### src/rtl/mem_arb_pkg.sv
// Shared types and constants for the two-port memory arbiter: FSM states,
// port identifiers and default geometry of the instruction/data Memory.
package mem_arb_pkg;

    localparam int DEF_ADDR_W    = 13;
    localparam int DEF_DATA_W    = 18;
    localparam int DEF_MEM_DEPTH = 13;

    localparam logic PORT_A = 1'b0;
    localparam logic PORT_B = 1'b1;

    typedef enum logic [1:0] {
        IDLE,
        ISSUE,
        RESP
    } state_t;

endpackage

### src/rtl/rr_arb2.sv
// Two-input round-robin picker: a sole requester wins outright, a tie goes
// to the port that did not win last time. Purely combinational.
module rr_arb2
    import mem_arb_pkg::*;
(
    input  logic [1:0] req_i,
    input  logic       last_i,
    output logic [1:0] gnt_o
);

    always_comb begin
        gnt_o = req_i;
        if (&req_i) begin
            gnt_o = (last_i == PORT_A) ? 2'b10 : 2'b01;
        end
    end

endmodule

### src/rtl/mem_port_arbiter.sv
// Shares the single-port Memory between fetch port A (read-only) and
// load/store port B; one access in flight at a time, round-robin on ties.
module mem_port_arbiter
    import mem_arb_pkg::*;
#(
    parameter int ADDR_W    = DEF_ADDR_W,
    parameter int DATA_W    = DEF_DATA_W,
    parameter int MEM_DEPTH = DEF_MEM_DEPTH
) (
    input  logic              clk,
    input  logic              rst,
    input  logic              a_req,
    input  logic [ADDR_W-1:0] a_adrs,
    output logic              a_gnt,
    output logic              a_rvalid,
    output logic [DATA_W-1:0] a_rdata,
    output logic              a_err,
    input  logic              b_req,
    input  logic              b_we,
    input  logic [ADDR_W-1:0] b_adrs,
    input  logic [DATA_W-1:0] b_wdata,
    output logic              b_gnt,
    output logic              b_rvalid,
    output logic [DATA_W-1:0] b_rdata,
    output logic              b_err,
    output logic              mem_re_en,
    output logic              mem_wr_en,
    output logic [ADDR_W-1:0] mem_adrs,
    output logic [DATA_W-1:0] mem_wdata,
    input  logic [DATA_W-1:0] mem_rdata,
    output logic              busy
);

    state_t            state_q, state_d;
    logic              last_q, last_d;
    logic              port_q, port_d;
    logic              we_q, we_d;
    logic              err_q, err_d;
    logic              a_gnt_q, a_gnt_d, b_gnt_q, b_gnt_d;
    logic              a_rvalid_q, a_rvalid_d, b_rvalid_q, b_rvalid_d;
    logic              a_err_q, a_err_d, b_err_q, b_err_d;
    logic              re_en_q, re_en_d, wr_en_q, wr_en_d;
    logic [ADDR_W-1:0] adrs_q, adrs_d;
    logic [DATA_W-1:0] wdata_q, wdata_d;
    logic [DATA_W-1:0] a_rdata_q, a_rdata_d, b_rdata_q, b_rdata_d;

    logic [1:0]        pick;
    logic              win;
    logic [ADDR_W-1:0] sel_adrs;
    logic              sel_we;
    logic              sel_err;
    logic [DATA_W-1:0] resp_data;

    rr_arb2 u_rr_arb2 (
        .req_i  ({b_req, a_req}),
        .last_i (last_q),
        .gnt_o  (pick)
    );

    assign win       = pick[PORT_B];
    assign sel_adrs  = win ? b_adrs : a_adrs;
    assign sel_we    = win & b_we;
    assign sel_err   = (sel_adrs >= ADDR_W'(MEM_DEPTH));
    assign resp_data = err_q ? '0 : mem_rdata;

    always_comb begin
        // NOTE: every _d gets a default here so no path leaves a latch behind.
        state_d    = state_q;
        last_d     = last_q;
        port_d     = port_q;
        we_d       = we_q;
        err_d      = err_q;
        a_gnt_d    = 1'b0;
        b_gnt_d    = 1'b0;
        a_rvalid_d = 1'b0;
        b_rvalid_d = 1'b0;
        a_err_d    = 1'b0;
        b_err_d    = 1'b0;
        re_en_d    = 1'b0;
        wr_en_d    = 1'b0;
        adrs_d     = '0;
        wdata_d    = '0;
        a_rdata_d  = a_rdata_q;
        b_rdata_d  = b_rdata_q;

        unique case (state_q)
            IDLE: begin
                if (a_req || b_req) begin
                    state_d = ISSUE;
                    last_d  = win;
                    port_d  = win;
                    we_d    = sel_we;
                    err_d   = sel_err;
                    a_gnt_d = pick[PORT_A];
                    b_gnt_d = pick[PORT_B];
                    adrs_d  = sel_adrs;
                    wdata_d = sel_we ? b_wdata : '0;
                    re_en_d = ~sel_we & ~sel_err;
                    wr_en_d =  sel_we & ~sel_err;
                end
            end
            ISSUE: begin
                // In-range writes complete silently; everything else reports back.
                if (!we_q || err_q) begin
                    state_d    = RESP;
                    a_rvalid_d = (port_q == PORT_A);
                    b_rvalid_d = (port_q == PORT_B);
                    a_err_d    = (port_q == PORT_A) && err_q;
                    b_err_d    = (port_q == PORT_B) && err_q;
                end else begin
                    state_d = IDLE;
                end
            end
            RESP: begin
                state_d = IDLE;
                if (port_q == PORT_B) b_rdata_d = resp_data;
                else                  a_rdata_d = resp_data;
            end
            default: state_d = IDLE;
        endcase
    end

    // NOTE: synchronous reset; sequential state is only ever assigned with <=.
    always_ff @(posedge clk) begin
        if (rst) begin
            state_q    <= IDLE;
            last_q     <= PORT_B;
            port_q     <= PORT_A;
            we_q       <= 1'b0;
            err_q      <= 1'b0;
            a_gnt_q    <= 1'b0;
            b_gnt_q    <= 1'b0;
            a_rvalid_q <= 1'b0;
            b_rvalid_q <= 1'b0;
            a_err_q    <= 1'b0;
            b_err_q    <= 1'b0;
            re_en_q    <= 1'b0;
            wr_en_q    <= 1'b0;
            adrs_q     <= '0;
            wdata_q    <= '0;
            a_rdata_q  <= '0;
            b_rdata_q  <= '0;
        end else begin
            state_q    <= state_d;
            last_q     <= last_d;
            port_q     <= port_d;
            we_q       <= we_d;
            err_q      <= err_d;
            a_gnt_q    <= a_gnt_d;
            b_gnt_q    <= b_gnt_d;
            a_rvalid_q <= a_rvalid_d;
            b_rvalid_q <= b_rvalid_d;
            a_err_q    <= a_err_d;
            b_err_q    <= b_err_d;
            re_en_q    <= re_en_d;
            wr_en_q    <= wr_en_d;
            adrs_q     <= adrs_d;
            wdata_q    <= wdata_d;
            a_rdata_q  <= a_rdata_d;
            b_rdata_q  <= b_rdata_d;
        end
    end

    assign a_gnt     = a_gnt_q;
    assign b_gnt     = b_gnt_q;
    assign a_rvalid  = a_rvalid_q;
    assign b_rvalid  = b_rvalid_q;
    assign a_err     = a_err_q;
    assign b_err     = b_err_q;
    assign mem_re_en = re_en_q;
    assign mem_wr_en = wr_en_q;
    assign mem_adrs  = adrs_q;
    assign mem_wdata = wdata_q;
    assign busy      = (state_q != IDLE);

    // Memory data only lands during RESP, so it is forwarded in that cycle
    // and captured into the hold register for the cycles that follow.
    assign a_rdata = a_rvalid_q ? resp_data : a_rdata_q;
    assign b_rdata = b_rvalid_q ? resp_data : b_rdata_q;

endmodule

### config.mk
export PLATFORM = sky130hd
export DESIGN_NAME = mem_port_arbiter
export DESIGN_NICKNAME = d
export VERILOG_FILES = /design/src/rtl/mem_arb_pkg.sv /design/src/rtl/rr_arb2.sv /design/src/rtl/mem_port_arbiter.sv
export SDC_FILE = /design/constraint.sdc
export NUM_CORES = 1
export LEC_CHECK = 0
export ABC_AREA = 1
export BUFFER_PORTS_ARGS = -buffer_cell sky130_fd_sc_hd__buf_2
export CORE_MARGIN = 2
export CORE_UTILIZATION = 40
export CTS_BUF_LIST = sky130_fd_sc_hd__clkbuf_4 sky130_fd_sc_hd__clkbuf_8
export DETAILED_ROUTE_END_ITERATION = 12
export PLACE_DENSITY = 0.81
export SLEW_MARGIN = 20
export SYNTH_ARGS = -nofsm -noshare
export SYNTH_HDL_FRONTEND = slang
export SYNTH_SLANG_ARGS = --single-unit
### constraint.sdc
create_clock -name clk -period 1.82 [get_ports clk]
set_clock_uncertainty 0.15 [all_clocks]
set_input_delay 0.182 -clock clk [delete_from_list [all_inputs] [get_ports clk]]
set_output_delay 0.182 -clock clk [all_outputs]
set_load 0.05 [all_outputs]
==> flow_summary.json, run 1 <==
{
  "clockBufferDepth": 2,
  "die-width_um": 92.4,
  "worstHoldPathType": "input port to flop",
  "grt.busiest_layer": "met2",
  "die-height_um": 92.4,
  "regToRegSetupSlack_ps": 220,
  "grt_max_degree": 33,
  "setup-violations-final": 1,
  "root_buffer": "clkbuf_8",
  "fp-row-count": 32,
  "crit_fanout": 16,
  "grt_pass1_vias": 3539,
  "yosysWarnings": 0,
  "synthDistinctLibCells": 19,
  "fmax_ghz": 0.549,
  "met1_usage_pct": 26.3,
  "cts.reportedPaths.clkPinSlew_ps": 90,
  "fp.coreArea_um2": 7650,
  "syn_nets": 490,
  "synthTopCellsByArea": "dfxtp_1, o21ai_0, nand2_1",
  "period_share_pct": 100,
  "total_power_mw": 4.06,
  "start_util_pct": 40.9,
  "die_area_um2": 8540,
  "port_buffers": 142,
  "cts_made_buffers": 9,
  "leakagePower_nw": 2.47,
  "slew_viol_final": 0,
  "slew_headroom_pct": 72.2,
  "reg2reg_to": "mem_adrs[10]",
  "pin_count": 143,
  "layout-drive-gt1-share_pct": 36.6,
  "post-place-ws_ps": 177,
  "netlist.area_leader.share_pct": 51.9,
  "grt_util_met3_pct": 7.73,
  "hold_violations": 0,
  "wl_per_cell_um": 14.1,
  "antenna_found_initial": 0,
  "critPathLaunchType": "flop",
  "grt_pass1_wl_mm": 16.0,
  "place_congestion": 0.801,
  "end_kind": "primary output",
  "min_path_cells": 3,
  "vias": 3591,
  "postCtsSetupRepairBufs": 0,
  "clkLatencyLatePin_ps": 360,
  "cts_max_level": 3,
  "antenna_cells": 0,
  "rr_worst_depth": 5,
  "reg2reg_from": "state_q[0]",
  "max_cap_violations": 0,
  "powerDensity_nw_per_um2": 794,
  "nets": 677,
  "status": "finished with violations",
  "place_hpwl_mm": 6.41,
  "worstSetupPathType": "flop to primary output",
  "setup_slack_ps": -1.09,
  "stdcell_count": 717,
  "min_from": "mem_rdata[12]",
  "synth_area_um2": 3130,
  "cts_tree": "done",
  "via_per_inst": 5.01,
  "hold_end": "b_rdata_q[12]",
  "placedCellCount": 659,
  "grt_util_met2_pct": 40.9,
  "grt_use_total_pct": 23.6,
  "synth_cells": 423,
  "crit_arrival_ps": 1490,
  "cts.sinks": 81,
  "worstMarginPinSlew_ps": 417,
  "area_growth_pct": 63.7,
  "min_period_ps": 1820,
  "postRouteAntennaNets": 0,
  "dr.first_iter.drc_count": 187,
  "ys_ff_latch": 81,
  "violations": "negative setup slack",
  "ir_drop_mv": 0.556,
  "yosys.area.top_type": "dfxtp_1",
  "wl_mm": 10.1,
  "first_pass_iters": 6,
  "rsz0062_at_grt": "yes",
  "overflow": 0,
  "worstPathRequired_ps": 1490,
  "ys_seq_area_share_pct": 51.9,
  "synth_area_per_cell_um2": 7.39,
  "route.detailed.drc": 0
}
-- state kept, by name, summed over array words and instances, names as in the netlist --
name	count
a_gnt	1
b_err	1
b_rdata_q	18
state_q	2
a_rvalid	1
mem_wr_en	1
a_rdata_q	18
b_rvalid	1
port_q	1
a_err	1
b_gnt	1
mem_adrs	13
mem_wdata	18
mem_re_en	1
last_q	1
err_q	1
we_q	1
-- layout make-up --
type / instances / area [µm²]
inverters: 47 / 180
well taps: 102 / 128
clock buffers: 10 / 131
fillers: 595 / 2530
clock inverters: 6 / 43.8
repair buffers: 197 / 1440
flip-flops and latches: 81 / 1620
multi-input cells: 274 / 1570
-- layout by cell type, fill, tap and decap left out, types with 2 or more instances in the layout --
master / instances
clkbuf_8: 9
dfxtp_1: 79
nor2_1: 41
clkinvlp_4: 4
nand2_1: 83
o21ai_0: 40
nor2_4: 2
buf_4: 37
nor3_4: 2
clkinv_2: 2
inv_1: 43
buf_2: 106
nor3_1: 2
buf_6: 8
o21ai_2: 10
clkbuf_16: 2
o21ai_1: 2
nand3_1: 8
a21oi_1: 45
nand2_2: 8
o21ai_4: 22
inv_2: 2
dlygate4sd3_1: 39
nand3b_1: 6
buf_12: 5
dfxtp_2: 2
-- cell families (layout without fill, tap and decap cells) --
kind of cell           count (synthesis)  in the layout  synth area share (%)
flip-flops                            81             81                  51.9
AO/OA/AOI/OAI                        120            120                  19.3
buffers and inverters                 69            260                  8.80
AND/OR/NAND/NOR                      153            154                  20.0
-- worst max-delay path: stages, from the launching register on --
cell and delay, ps:
dfxtp_1 330, clkinv_2 80, buf_12 150, nand2_1 160, o21ai_4 180, buf_4 220
-- how the worst max path moves through the flow --
stage	from	end	slack (ps)	cells past startpoint
after CTS	err_q	a_rdata[17]	-2	5
after global placement	last_q	mem_wr_en	250	10
after global routing	err_q	b_rdata[10]	-80	5
after detailed placement	last_q	we_q	180	8
final	err_q	b_rdata[10]	-1	5
after floorplan	a_rvalid	a_rdata[16]	-50	1
-- repair_timing --
item                                    in CTS  in global routing
pin swaps                                    0                  1
endpoints found under the setup margin      36                 53
resized for setup                           37                 27
endpoints found under the hold margin       37                  0
hold buffers                                39                  0
cloned                                       0                  3
-- where the power goes --
part / total, mW / switching, mW / internal [mW]
logic: 1.00 / 0.658 / 0.343
clock network: 1.18 / 0.667 / 0.512
registers: 1.88 / 0.0372 / 1.85
-- through the flow --
step | setup TNS (ps) | instance area (µm²) | util, % | hold slack (ps)
6_report | -1.09 | 5120 | 66.9 | 7.28
5_1_grt | -669 | 5120 | 66.9 | 10.6
4_1_cts | -3.69 | 4990 | 65.3 | 5.37
3_5_place_dp | 0 | 4330 | 56.7 | 251
3_3_place_gp | 0 | 4330 | 56.7 | 245
2_1_floorplan | -202 | 3420 | - | 101
-- Yosys cell counts --
cell type,count
nor4_1,1
nand3_1,8
dfxtp_1,81
nor3_1,2
nand2_2,1
clkbuf_1,14
nor2_1,43
o31ai_1,1
a21oi_1,45
nand2_1,90
buf_6,1
clkinv_1,1
o21ai_0,72
nand3b_1,6
inv_1,45
inv_2,1
o21ai_1,2
buf_2,7
nor3_2,2
-- metal layers --
| layer | vias to the layer above | wire length (µm) |
|---|---|---|
| li1 | 1740 | - |
| met5 | - | 0 |
| met1 | 1647 | 3920 |
| met2 | 176 | 4990 |
| met4 | 0 | 252 |
| met3 | 28 | 917 |
No activity file was read; power rests on OpenSTA's default activity.
==> run 2: changes to the inputs <==
--- a/config.mk
+++ b/config.mk
@@ -6,12 +6,15 @@
 export NUM_CORES = 1
 export LEC_CHECK = 0
 export ABC_AREA = 1
-export BUFFER_PORTS_ARGS = -buffer_cell sky130_fd_sc_hd__buf_2
+export CELL_PAD_IN_SITES_DETAIL_PLACEMENT = 0
+export CELL_PAD_IN_SITES_GLOBAL_PLACEMENT = 2
 export CORE_MARGIN = 2
-export CORE_UTILIZATION = 40
+export CORE_UTILIZATION = 34
 export CTS_BUF_LIST = sky130_fd_sc_hd__clkbuf_4 sky130_fd_sc_hd__clkbuf_8
 export DETAILED_ROUTE_END_ITERATION = 12
-export PLACE_DENSITY = 0.81
+export DONT_BUFFER_PORTS = 1
+export PLACE_DENSITY = 0.92
+export SKIP_CTS_REPAIR_TIMING = 1
 export SLEW_MARGIN = 20
 export SYNTH_ARGS = -nofsm -noshare
 export SYNTH_HDL_FRONTEND = slang
==> flow_summary.json, run 2 (same netlist as run 1, synthesis figures left out) <==
{
  "grt_max_degree": 36,
  "regToRegSetupSlack_ps": 70,
  "grt_util_met3_pct": 5.57,
  "wl_mm": 9.06,
  "route.detailed.drc": 0,
  "cts_max_level": 3,
  "place_hpwl_mm": 5.61,
  "cts_tree": "done",
  "place_congestion": 0.766,
  "startpoint": "err_q",
  "vias": 3064,
  "postRouteAntennaNets": 0,
  "powerDensity_nw_per_um2": 910,
  "cts.sinks": 81,
  "min_period_ps": 1810,
  "pin_count": 143,
  "overflow": 0,
  "reg2reg_from": "last_q",
  "place_area_um2": 3840,
  "setup-violations-final": 0,
  "grt.busiest_layer": "met2",
  "fp.coreArea_um2": 8810,
  "clkLatencyLatePin_ps": 340,
  "crit_fanout": 15,
  "ir_drop_mv": 0.590,
  "worstHoldPathType": "input port to flop",
  "start_util_pct": 35.5,
  "worstPathRequired_ps": 1490,
  "leakagePower_nw": 2.03,
  "endpoint": "b_rdata[9]",
  "fin_area_um2": 4850,
  "met1_usage_pct": 19.1,
  "die-width_um": 99.9,
  "cts.reportedPaths.clkPinSlew_ps": 80,
  "port_buffers": 0,
  "grt_use_total_pct": 16.5,
  "hold_ws_ps": 6.51,
  "slew_headroom_pct": 66.0,
  "dr.first_iter.drc_count": 83,
  "period_share_pct": 99.2,
  "antenna_cells": 0,
  "layout-drive-gt1-share_pct": 19.3,
  "status": "finished clean",
  "antenna_found_initial": 0,
  "cts_made_buffers": 9,
  "fmax_ghz": 0.554,
  "worstMarginPinSlew_ps": 509,
  "critPathLaunchType": "flop",
  "reg2reg_to": "mem_adrs[2]",
  "wl_per_cell_um": 14.5,
  "root_buffer": "clkbuf_8",
  "first_pass_iters": 4,
  "hold_violations": 0,
  "grt_pass1_wl_mm": 12.9,
  "grt_util_met2_pct": 27.6,
  "via_per_inst": 4.90,
  "nets": 579,
  "crit_arrival_ps": 1470,
  "fp-row-count": 34,
  "layout_common_cells": "dfxtp_1, nand2_1, dlygate4sd3_1, a21oi_1, inv_1",
  "grt_pass1_vias": 2712,
  "worstSetupPathType": "flop to primary output",
  "max_cap_violations": 0,
  "end_kind": "primary output",
  "rsz0062_at_grt": "yes",
  "final_common_cell": "dfxtp_1",
  "clockBufferDepth": 2,
  "die_area_um2": 9980,
  "die-height_um": 99.9,
  "rr_worst_depth": 6,
  "slew_viol_final": 0,
  "area_growth_pct": 55.1
}
==> run 2: cell types whose count changed in the layout (fill, tap and decap cells not counted), moves of 3 or more <==
cell	before	now
buf_4	37	16
o21ai_1	2	6
nand2_2	8	12
nand2_1	83	77
dlygate4sd3_1	39	71
bufinv_16	0	3
buf_12	5	13
buf_2	106	0
clkinvlp_4	4	1
buf_6	8	0
o21ai_0	40	36
==> run 2: cell type report <==
class                   count  area [µm²]
clock buffers              11         145
clock inverters             5         103
fillers                   769        3960
inverters                  47         176
multi-input cells         273        1580
flip-flops and latches     81        1620
well taps                 108         135
repair buffers            100        1090
==> run 2: through the flow <==
stage / worst slack, ps / setup TNS [ps] / power [mW] / std cells / utilization [%]
3_5_place_dp: 209 / 0 / 2.69 / 537 / 43.6
2_1_floorplan: -50.5 / -202 / 2.53 / 423 / -
6_report: 13.9 / 0 / 4.41 / 625 / 55.1
5_1_grt: -54.0 / -818 / 4.62 / 625 / 55.1
4_1_cts: -36.0 / -222 / 4.28 / 553 / 46.4
3_3_place_gp: 262 / 0 / 2.69 / 537 / 43.6
==> run 2: worst max-delay path, stage by stage (launching register included) <==
cell and delay (ps):
dfxtp_1 320, clkinv_1 100, buf_12 180, nand2_2 130, o21ai_4 390
==> run 2: how the worst min path moves through the flow <==
stage | from | end | slack (ps) | cells after the start
2_1_floorplan | rst | port_q | 100 | 1
3_3_place_gp | rst | b_rdata_q[10] | 110 | 1
3_5_place_dp | rst | port_q | 110 | 1
4_1_cts | rst | port_q | -260 | 1
5_1_grt | mem_rdata[13] | a_rdata_q[13] | 5 | 2
6_report | mem_rdata[13] | a_rdata_q[13] | 7 | 2
==> run 2: per-layer routing <==
metal	part of all wire (%)	wire length (µm)	vias up
li1	-	-	1541
met1	42	3810	1411
met2	50	4570	98
met3	5.7	513	14
met4	1.9	170	0
met5	0	0	-
==> run 2: power breakdown <==
group | internal [mW] | switching [mW]
Sequential | 1.85 | 0.152
Clock | 0.962 | 0.627
Combinational | 0.312 | 0.512
